## src/rtl/ks_pkg.sv

```systemverilog
// Shared arithmetic constants for the Kogge-Stone adder family.
package ks_pkg;

  // Default operand width and the prefix-tree depth derived from it.
  localparam int unsigned KS_WIDTH  = 16;
  localparam int unsigned KS_LEVELS = $clog2(KS_WIDTH);

  // Registered adder result: carry-out above the WIDTH-bit sum.
  typedef struct packed {
    logic                carry;
    logic [KS_WIDTH-1:0] sum;
  } ks_result_t;

  // True when w is a power of two and at least 2 (legal tree width).
  function automatic bit ks_width_ok(input int unsigned w);
    return (w >= 2) && ((w & (w - 1)) == 0);
  endfunction

endpackage

```

## src/rtl/ks_black_cell.sv

```systemverilog
// Kogge-Stone black cell: combines group (G,P) at bit i with the group
// (G,P) that ends just below the span of i.
module ks_black_cell (
  input  logic Gi,
  input  logic Pi,
  input  logic Gj,
  input  logic Pj,
  output logic G,
  output logic P
);

  // Group generate/propagate merge.
  always_comb begin
    G = Gi | (Pi & Gj);
    P = Pi & Pj;
  end

endmodule

```

## src/rtl/ks_top.sv

```systemverilog
// 16-bit Kogge-Stone parallel-prefix adder with a registered sum/carry.
// Carry-in is fixed at 0; {carry, sum} = A + B one clock after sampling.
module ks_top
  import ks_pkg::*;
#(
  parameter int unsigned WIDTH = KS_WIDTH
) (
  input  logic             clk,
  input  logic             rst,
  input  logic [WIDTH-1:0] A,
  input  logic [WIDTH-1:0] B,
  output logic [WIDTH-1:0] sum,
  output logic             carry
);

  localparam int unsigned LEVELS = $clog2(WIDTH);

  // Per-level group generate/propagate; index 0 is the bitwise pg stage.
  // Propagate is not needed after the final level, so that level uses
  // gray cells and the P array stops one level short.
  logic [LEVELS:0][WIDTH-1:0]   w_g;
  logic [LEVELS-1:0][WIDTH-1:0] w_p;
  logic [WIDTH-1:0]             w_p0;
  logic [WIDTH-1:0]             w_c;
  logic [WIDTH-1:0]             w_sum;
  logic                         w_carry;

  logic [WIDTH-1:0]             r_sum;
  logic                         r_carry;

  // Bitwise generate and propagate.
  always_comb begin
    w_p0   = A ^ B;
    w_g[0] = A & B;
    w_p[0] = w_p0;
  end

  // Prefix tree: level lv combines bit i with bit i - 2^lv.
  for (genvar lv = 0; lv < LEVELS; lv++) begin : g_lvl
    localparam int D = 1 << lv;
    for (genvar i = 0; i < WIDTH; i++) begin : g_bit
      if (i < D) begin : g_buf
        assign w_g[lv+1][i] = w_g[lv][i];
        if (lv < LEVELS - 1) begin : g_pbuf
          assign w_p[lv+1][i] = w_p[lv][i];
        end
      end else if (lv == LEVELS - 1) begin : g_gray
        assign w_g[lv+1][i] = w_g[lv][i] | (w_p[lv][i] & w_g[lv][i-D]);
      end else begin : g_black
        ks_black_cell u_cell (
          .Gi (w_g[lv][i]),
          .Pi (w_p[lv][i]),
          .Gj (w_g[lv][i-D]),
          .Pj (w_p[lv][i-D]),
          .G  (w_g[lv+1][i]),
          .P  (w_p[lv+1][i])
        );
      end
    end
  end

  // Carry into bit i is G[i-1:0]; carry into bit 0 is 0.
  always_comb begin
    w_c     = {w_g[LEVELS][WIDTH-2:0], 1'b0};
    w_sum   = w_p0 ^ w_c;
    w_carry = w_g[LEVELS][WIDTH-1];
  end

  // Output register with asynchronous clear.
  always_ff @(posedge clk or posedge rst) begin
    if (rst) begin
      r_sum   <= '0;
      r_carry <= 1'b0;
    end else begin
      r_sum   <= w_sum;
      r_carry <= w_carry;
    end
  end

  assign sum   = r_sum;
  assign carry = r_carry;

endmodule

```

## config.mk

```make
export PLATFORM = sky130hd
export DESIGN_NAME = ks_top
export DESIGN_NICKNAME = d
export VERILOG_FILES = /design/src/rtl/ks_pkg.sv /design/src/rtl/ks_black_cell.sv /design/src/rtl/ks_top.sv
export SDC_FILE = /design/constraint.sdc
export NUM_CORES = 1
export LEC_CHECK = 0
export CAP_MARGIN = 40
export CORE_UTILIZATION = 45
export CTS_BUF_LIST = sky130_fd_sc_hd__clkbuf_16
export DETAILED_ROUTE_END_ITERATION = 8
export PLACE_DENSITY = 0.87
export SYNTH_ARGS = -nofsm -noshare
export SYNTH_HDL_FRONTEND = slang
export SYNTH_HIERARCHICAL = 1
export SYNTH_SLANG_ARGS = --single-unit
```

## constraint.sdc

```tcl
create_clock -name clk -period 0.8 [get_ports clk]
set_input_delay 0.16 -clock clk [delete_from_list [all_inputs] [get_ports clk]]
set_output_delay 0.16 -clock clk [all_outputs]
set_load 0.02 [all_outputs]
```

==> results.sh, run 1 <==
export IMPL_antenna_found_initial=0
export IMPL_fp_dieArea_um2=3320
export IMPL_start_util=0.488
export IMPL_start_kind="primary input"
export IMPL_fmax_mhz=816
export IMPL_rsz0062_at_grt="yes"
export IMPL_cp_end_kind="flop"
export IMPL_slew_viol_final=0
export IMPL_die_w_um=57.6
export IMPL_ys_warn_count=6
export IMPL_cp_required_ns=0.95
export IMPL_critical_path_endpoint="sum[10]"
export IMPL_grt_max_degree=18
export IMPL_total_power_mw=4.21
export IMPL_synth_nets=182
export IMPL_power_per_cell_area_nw_per_um2=1690
export IMPL_clock_sinks=17
export IMPL_ant_nets=0
export IMPL_pre_cts_ws_ns=-1.06
export IMPL_grt_pass1_vias=1496
export IMPL_crit_type="primary input to flop"
export IMPL_ioPinCount=51
export IMPL_synthesis_instances=132
export IMPL_hold_buffers=0
export IMPL_drv_cap=0
export IMPL_hold_path_depth=2
export IMPL_portBuffers=50
export IMPL_core_um2=2850
export IMPL_cts_root_buffer="clkbuf_16"
export IMPL_fin_tns_setup_ns=-6.96
export IMPL_p_int_mw=2.88
export IMPL_routabilityCongestion=0.855
export IMPL_pwr_share_comb=0.501
export IMPL_grt_pass1_wl_mm=7.36
export IMPL_finalCritPeriodShare=1.53
export IMPL_violations="design-rule violations, negative setup slack"
export IMPL_period_needed_ns=1.23
export IMPL_final_util=0.871
export IMPL_wirelength_mm=4.63
export IMPL_ir_worst_vdd_uv=881
export IMPL_final_nets=265
export IMPL_cts_max_level=1
export IMPL_drt_pre_antenna_iters=6
export IMPL_wl_per_cell_um=18.9
export IMPL_cp_startpoint="A[9]"
export IMPL_cts_tree="built"
export IMPL_critical_path_cell_chain="buf_8 > ha_4 > a21o_1 > a21o_1 > a21o_1 > a21oi_2 > xnor2_1"
export IMPL_cts_buffers=3
export IMPL_power_frac_seq=0.271
export IMPL_antenna_cells=0
export IMPL_maxSlewHeadroom=0.846
export IMPL_arrival_ns=1.38
export IMPL_setup_viol=32
export IMPL_p_leak_nw=1.34
export IMPL_cts_buffer_depth=2
export IMPL_floorplan_rows=19
export IMPL_die_h_um=57.6
export IMPL_crit_slowest_cell="ha_4"
export IMPL_overflow=0
export IMPL_critPathMaxStageDelay_ns=0.24
export IMPL_syn_area_um2=1390
export IMPL_avgSynthCellArea_um2=10.5
export IMPL_via_per_inst=5.44
export IMPL_report_final_hold_viol_count=0
export IMPL_vias=1334
export IMPL_clockPowerShare=0.228
export IMPL_worstMarginPinSlew_ns=0.231
export IMPL_status="finished with violations"
export IMPL_drive_gt1_frac=0.654
export IMPL_p_switching_mw=1.33
export IMPL_crit_path_frequent_cell="a21o_1"
export IMPL_crit_fanout=4
export IMPL_grt_usage=0.306
export IMPL_hp_class="primary input to flop"
export IMPL_dp_hpwl_mm=3.10
export IMPL_final_setup_worst_slack_ns=-0.426
export IMPL_switching_share=0.316
export IMPL_syn2layout_area_growth_pct=78.3
export IMPL_drc=6
export IMPL_clkTransAtPathRegs_ns=0.05
export IMPL_drt_iter0_markers=51
-- per-stage QoR --
stage	std cells	hold WS, ns	cell area, µm²
floorplan	132	0.0861	1610
global placement	234	0.483	2320
detailed placement	234	0.487	2320
CTS	245	0.163	2440
global route	245	0.170	2480
finish	245	0.173	2480
-- layout by cell type, fill, tap and decap left out --
master	count
clkdlybuf4s15_2	1
buf_4	22
ha_4	16
xor2_2	3
clkbuf_16	3
buf_12	1
xnor2_1	7
xor2_1	5
a21o_1	42
clkdlybuf4s50_1	1
and2_2	4
buf_2	12
buf_6	37
clkbuf_2	3
buf_8	1
and2_4	30
inv_1	2
a21oi_2	7
dfrtp_1	17
-- timing repair --
| item | CTS | global route |
|---|---|---|
| buffers inserted | 7 | 1 |
| pin swaps | 57 | 32 |
| endpoints found under the setup margin | 33 | 32 |
| resized for setup | 243 | 21 |
-- sequential cells by signal (all words and copies together) (netlist names) --
name / cells
carry: 1
sum: 16
-- critical path, delay by kind of cell --
| kind | cells | cell delay (ns) |
|---|---|---|
| XOR/XNOR | 1 | 0.16 |
| buffers and inverters | 1 | 0.10 |
| AO/OA/AOI/OAI | 4 | 0.71 |
| adder cells (fa/ha/maj) | 1 | 0.24 |
-- layer usage --
layer  up-vias  GRT usage  part of all wire
li1        623          -                 -
met5         -          0                 0
met3        12     0.0424             0.050
met2        57      0.601              0.56
met4         0      0.143             0.033
met1       642      0.315              0.36
-- power by group through the flow --
stage | Combinational, mW | Clock (mW) | Sequential (mW)
after floorplan | 0.763 | 0 | 1.33
after global placement | 1.84 | 0 | 1.09
after detailed placement | 1.89 | 0 | 1.11
after CTS | 1.98 | 0.966 | 1.14
after global routing | 2.23 | 1.02 | 1.15
final | 2.11 | 0.959 | 1.14
-- worst min-delay path by stage --
stage	start	to	slack [ns]
2_1_floorplan	rst	carry	0.09
3_3_place_gp	rst	sum[14]	0.48
3_5_place_dp	rst	carry	0.49
4_1_cts	A[0]	sum[0]	0.16
5_1_grt	A[0]	sum[0]	0.17
6_report	A[0]	sum[0]	0.17
-- cell type report --
cell class              instances  area, µm²
clock buffers                   3       75.1
clock inverters                 1       3.75
fillers                       137        369
inverters                       1       3.75
multi-input cells             114       1220
flip-flops and latches         17        425
well taps                      31       38.8
repair buffers                 78        713
No activity file was read; power rests on OpenSTA's default activity.
==> run 2: changes to the inputs <==
--- a/config.mk
+++ b/config.mk
@@ -5,11 +5,13 @@
 export SDC_FILE = /design/constraint.sdc
 export NUM_CORES = 1
 export LEC_CHECK = 0
+export ABC_CLOCK_PERIOD_IN_PS = 800
 export CAP_MARGIN = 40
 export CORE_UTILIZATION = 45
 export CTS_BUF_LIST = sky130_fd_sc_hd__clkbuf_16
 export DETAILED_ROUTE_END_ITERATION = 8
 export PLACE_DENSITY = 0.87
+export RECOVER_POWER = 50
 export SYNTH_ARGS = -nofsm -noshare
 export SYNTH_HDL_FRONTEND = slang
 export SYNTH_HIERARCHICAL = 1
==> run 2 against run 1 <==
The flow still finishes with violations (design-rule violations, negative setup slack); sequential power about the same; die area did not move; non-clock buffer count unchanged; via count down 0.45%; core utilization down 0.96 points; critical path depth is the same; worst hold slack better by 0.0094 ns; fmax barely moved; worst setup slack got worse by 0.00071 ns; cell area shrank 1.1%; sequential share of layout area increased by 0.19 points; critical endpoint unchanged; largest cell class unchanged; highest routed layer unchanged.
==> results.sh, run 2 (synthesized netlist as in run 1, its figures left out) <==
export IMPL_ir_worst_vdd_uv=881
export IMPL_maxSlewHeadroom=0.733
export IMPL_drive_gt1_frac=0.650
export IMPL_p_int_mw=2.86
export IMPL_wl_per_cell_um=18.9
export IMPL_die_w_um=57.6
export IMPL_cts_buffers=3
export IMPL_fin_tns_setup_ns=-7.02
export IMPL_start_kind="primary input"
export IMPL_fill_cells=141
export IMPL_fp_dieArea_um2=3320
export IMPL_pwr_share_comb=0.498
export IMPL_ioPinCount=51
export IMPL_worstHoldStart="A[0]"
export IMPL_crit_path_frequent_cell="a21o_1"
export IMPL_drt_iter0_markers=41
export IMPL_hold_buffers=0
export IMPL_clockPowerShare=0.229
export IMPL_cts_buffer_depth=2
export IMPL_design_area_um2=2460
export IMPL_worstMarginPinSlew_ns=0.400
export IMPL_p_leak_nw=1.33
export IMPL_grt_usage=0.306
export IMPL_multi_input_area_um2=1210
export IMPL_p_switching_mw=1.32
export IMPL_crit_type="primary input to flop"
export IMPL_cp_startpoint="A[9]"
export IMPL_grt_max_degree=18
export IMPL_overflow=0
export IMPL_die_h_um=57.6
export IMPL_routabilityCongestion=0.855
export IMPL_clkTransAtPathRegs_ns=0.05
export IMPL_grt_pass1_wl_mm=7.36
export IMPL_regArea_um2=425
export IMPL_final_cell_mix="a21o_1, buf_6, and2_4"
export IMPL_path_delay_family="compound AO/OA/AOI/OAI gates"
export IMPL_antenna_found_initial=0
export IMPL_cp_required_ns=0.95
export IMPL_rsz0062_at_grt="yes"
export IMPL_drv_cap=0
export IMPL_final_nets=265
export IMPL_grt_pass1_vias=1496
export IMPL_largest_register_ffs=16
export IMPL_arrival_ns=1.38
export IMPL_cts_tree="built"
export IMPL_finalCritPeriodShare=1.53
export IMPL_final_setup_worst_slack_ns=-0.427
export IMPL_status="finished with violations"
export IMPL_critPathBufInv=1
export IMPL_instances_no_fill=245
export IMPL_setup_viol=32
export IMPL_final_util=0.861
export IMPL_vias=1328
export IMPL_cts_max_level=1
export IMPL_switching_share=0.316
export IMPL_dp_cells=234
export IMPL_post_dp_cell_area_um2=2320
export IMPL_violations="design-rule violations, negative setup slack"
export IMPL_critical_path_cell_chain="buf_8 > ha_4 > a21o_1 > a21o_1 > a21o_1 > a21oi_2 > xnor2_1"
export IMPL_power_frac_seq=0.272
export IMPL_crit_slowest_cell="ha_4"
export IMPL_pre_cts_ws_ns=-1.06
export IMPL_crit_fanout=4
export IMPL_floorplan_rows=19
export IMPL_start_util=0.488
export IMPL_report_final_hold_viol_count=0
export IMPL_syn2layout_area_growth_pct=76.4
export IMPL_power_per_cell_area_nw_per_um2=1700
export IMPL_drc=6
export IMPL_ant_nets=0
export IMPL_dp_hpwl_mm=3.10
export IMPL_final_common_cell="a21o_1"
export IMPL_clock_sinks=17
export IMPL_holdWs_ns=0.182
export IMPL_period_needed_ns=1.23
export IMPL_hp_class="primary input to flop"
export IMPL_via_per_inst=5.42
export IMPL_cp_end_kind="flop"
export IMPL_wirelength_mm=4.62
export IMPL_critPathMaxStageDelay_ns=0.24
export IMPL_slew_viol_final=0
export IMPL_core_um2=2850
export IMPL_cts_root_buffer="clkbuf_16"
export IMPL_fmax_mhz=815
export IMPL_portBuffers=50
export IMPL_drt_pre_antenna_iters=6
export IMPL_total_power_mw=4.19
export IMPL_antenna_cells=0
[run 2: layout make-up]
class	instances	share of cell area
clock buffer	3	0.0306
sequential	17	0.173
multi-input combinational	114	0.493
clock inverter	1	0.00153
tap	31	0.0158
inverter	1	0.00153
timing repair buffer	78	0.284
[run 2: layer usage]
metal	vias up	part of all wire	track usage
met5	-	0	0
met4	0	0.033	0.143
met3	12	0.048	0.0424
met2	55	0.56	0.601
met1	638	0.36	0.315
li1	623	-	-
[run 2: path summary, 6_finish.rpt]
kind	slack (ns)	end	cells past startpoint
min	0.18	sum[0]	2
min in group asynchronous	0.33	sum[14]	3
max	-0.43	sum[10]	7
max in group asynchronous	0.19	sum[13]	3
[run 2: repair_timing]
item | in CTS | in global routing
resized for setup | 243 | 21
setup buffers | 7 | 1
pin swaps | 57 | 32
setup endpoints to repair | 33 | 32
[run 2: power by group through the flow]
stage	logic, mW	clock network [mW]	registers [mW]
global placement	1.84	0	1.09
floorplan	0.763	0	1.33
CTS	1.98	0.966	1.14
global route	2.21	1.02	1.15
finish	2.09	0.960	1.14
detailed placement	1.89	0	1.11
==> run 3: changes to the inputs <==
--- a/config.mk
+++ b/config.mk
@@ -5,8 +5,8 @@
 export SDC_FILE = /design/constraint.sdc
 export NUM_CORES = 1
 export LEC_CHECK = 0
-export ABC_CLOCK_PERIOD_IN_PS = 800
 export CAP_MARGIN = 40
+export CORE_ASPECT_RATIO = 0.8
 export CORE_UTILIZATION = 45
 export CTS_BUF_LIST = sky130_fd_sc_hd__clkbuf_16
 export DETAILED_ROUTE_END_ITERATION = 8
==> run 3 against run 2 <==
The flow finishes with violations (negative setup slack); global-route usage is 3.2 points higher; non-clock buffer count is 7 higher; total power grew 2.5%; combinational power increased by 4%; sequential power about the same; count of clock-buffer cells in the layout stayed put; sequential cell count is the same; clock power is 2.6% higher; via count rose by 10%; critical path depth unchanged; die area about the same; wire length rose by 14%; largest cell class unchanged.
==> results.sh, run 3 (synthesized netlist as in run 1, its figures left out) <==
export IMPL_period_needed_ns=1.28
export IMPL_hp_class="primary input to flop"
export IMPL_final_util=0.892
export IMPL_drv_cap=0
export IMPL_start_util=0.489
export IMPL_finalCritPeriodShare=1.60
export IMPL_final_setup_worst_slack_ns=-0.479
export IMPL_final_common_cell="a21o_1"
export IMPL_critPathMaxStageDelay_ns=0.23
export IMPL_status="finished with violations"
export IMPL_cts_buffer_depth=2
export IMPL_fp_dieArea_um2=3320
export IMPL_power_frac_seq=0.262
export IMPL_cp_required_ns=0.96
export IMPL_wirelength_mm=5.26
export IMPL_setup_viol=32
export IMPL_final_nets=272
export IMPL_clock_sinks=17
export IMPL_largest_register_ffs=16
export IMPL_crit_type="primary input to flop"
export IMPL_cts_tree="built"
export IMPL_grt_pass1_wl_mm=8.04
export IMPL_critPathBufInv=1
export IMPL_power_per_cell_area_nw_per_um2=1690
export IMPL_drive_gt1_frac=0.661
export IMPL_die_h_um=51.8
export IMPL_core_um2=2850
export IMPL_overflow=0
export IMPL_cts_buffers=3
export IMPL_vias=1464
export IMPL_critical_path_cell_chain="clkdlybuf4s15_2 > ha_4 > a21o_1 > a21o_1 > a21o_1 > a21oi_2 > xnor2_1"
export IMPL_p_switching_mw=1.38
export IMPL_start_kind="primary input"
export IMPL_grt_pass1_vias=1543
export IMPL_violations="negative setup slack"
export IMPL_drc=0
export IMPL_arrival_ns=1.44
export IMPL_p_int_mw=2.91
export IMPL_cp_end_kind="flop"
export IMPL_fmax_mhz=782
export IMPL_grt_max_degree=18
export IMPL_grt_usage=0.338
export IMPL_ir_worst_vdd_uv=811
export IMPL_worst_hold_path_endpoint="sum[0]"
export IMPL_ioPinCount=51
export IMPL_cts_root_buffer="clkbuf_16"
export IMPL_switching_share=0.322
export IMPL_crit_path_frequent_cell="a21o_1"
export IMPL_total_power_mw=4.29
export IMPL_rsz0062_at_grt="yes"
export IMPL_path_delay_family="compound AO/OA/AOI/OAI gates"
export IMPL_wl_per_cell_um=20.3
export IMPL_cts_max_level=1
export IMPL_drt_pre_antenna_iters=4
export IMPL_slew_viol_final=0
export IMPL_crit_slowest_cell="ha_4"
export IMPL_via_per_inst=5.65
export IMPL_final_cell_mix="a21o_1, buf_6, buf_4"
export IMPL_portBuffers=50
export IMPL_ant_nets=0
export IMPL_clockPowerShare=0.229
export IMPL_hold_path_depth=2
export IMPL_worstHoldStart="A[0]"
export IMPL_worstMarginPinSlew_ns=0.414
export IMPL_p_leak_nw=1.37
export IMPL_syn2layout_area_growth_pct=82.5
export IMPL_drt_iter0_markers=98
export IMPL_report_final_hold_viol_count=0
export IMPL_routabilityCongestion=0.816
export IMPL_fin_tns_setup_ns=-7.46
export IMPL_antenna_cells=0
export IMPL_floorplan_rows=17
export IMPL_clkTransAtPathRegs_ns=0.05
export IMPL_dp_hpwl_mm=3.36
export IMPL_pre_cts_ws_ns=-1.09
export IMPL_antenna_found_initial=0
export IMPL_maxSlewHeadroom=0.724
export IMPL_holdWs_ns=0.206
export IMPL_pwr_share_comb=0.508
export IMPL_crit_fanout=4
export IMPL_die_w_um=64.2
[run 3: cell count changes in the layout (fill, tap and decap cells not counted), moves of 2 or more]
cell,change
and2_2,+3
xnor2_1,-2
buf_6,-4
and2_4,-3
xnor2_2,+2
clkdlybuf4s15_2,+2
buf_4,+8
clkdlybuf4s15_1,+2
[run 3: final cells by class]
| type | instances | area [µm²] |
|---|---|---|
| repair buffers | 85 | 751 |
| inverters | 1 | 3.75 |
| flip-flops and latches | 17 | 425 |
| fillers | 117 | 309 |
| clock inverters | 1 | 3.75 |
| multi-input cells | 114 | 1230 |
| well taps | 38 | 47.5 |
| clock buffers | 3 | 75.1 |
[run 3: layer usage]
metal,wire length [µm],track usage,vias to the layer above
li1,-,-,644
met4,173,0.189,0
met3,410,0.0439,20
met2,2540,0.578,98
met5,0,0,-
met1,2130,0.416,702
[run 3: per-stage QoR]
step	instances	area [µm²]
2_1_floorplan	132	1610
3_3_place_gp	243	2340
3_5_place_dp	243	2340
4_1_cts	257	2490
5_1_grt	259	2540
6_report	259	2540
[run 3: how the worst max path moves through the flow]
stage,startpoint,slack (ns),to,cells past startpoint
floorplan,A[2],-0.47,sum[15],6
finish,A[13],-0.48,sum[14],7
CTS,B[4],-0.44,sum[15],7
detailed placement,A[2],-1.09,sum[15],7
global placement,A[5],-1.07,sum[15],7
global route,A[2],-0.51,sum[15],7
[run 3: power groups by stage]
stage / sequential, mW / combinational, mW / clock, mW
after global placement: 1.09 / 1.86 / 0
after floorplan: 1.33 / 0.763 / 0
final: 1.13 / 2.18 / 0.985
after global routing: 1.14 / 2.29 / 1.03
after CTS: 1.13 / 2.04 / 0.968
after detailed placement: 1.10 / 1.92 / 0
[run 3: repair_timing]
action / CTS / global route
setup buffers: 10 / 3
pin swaps: 52 / 34
setup endpoints to repair: 34 / 32
hold buffers: 0 / 0
gates resized for setup: 240 / 14
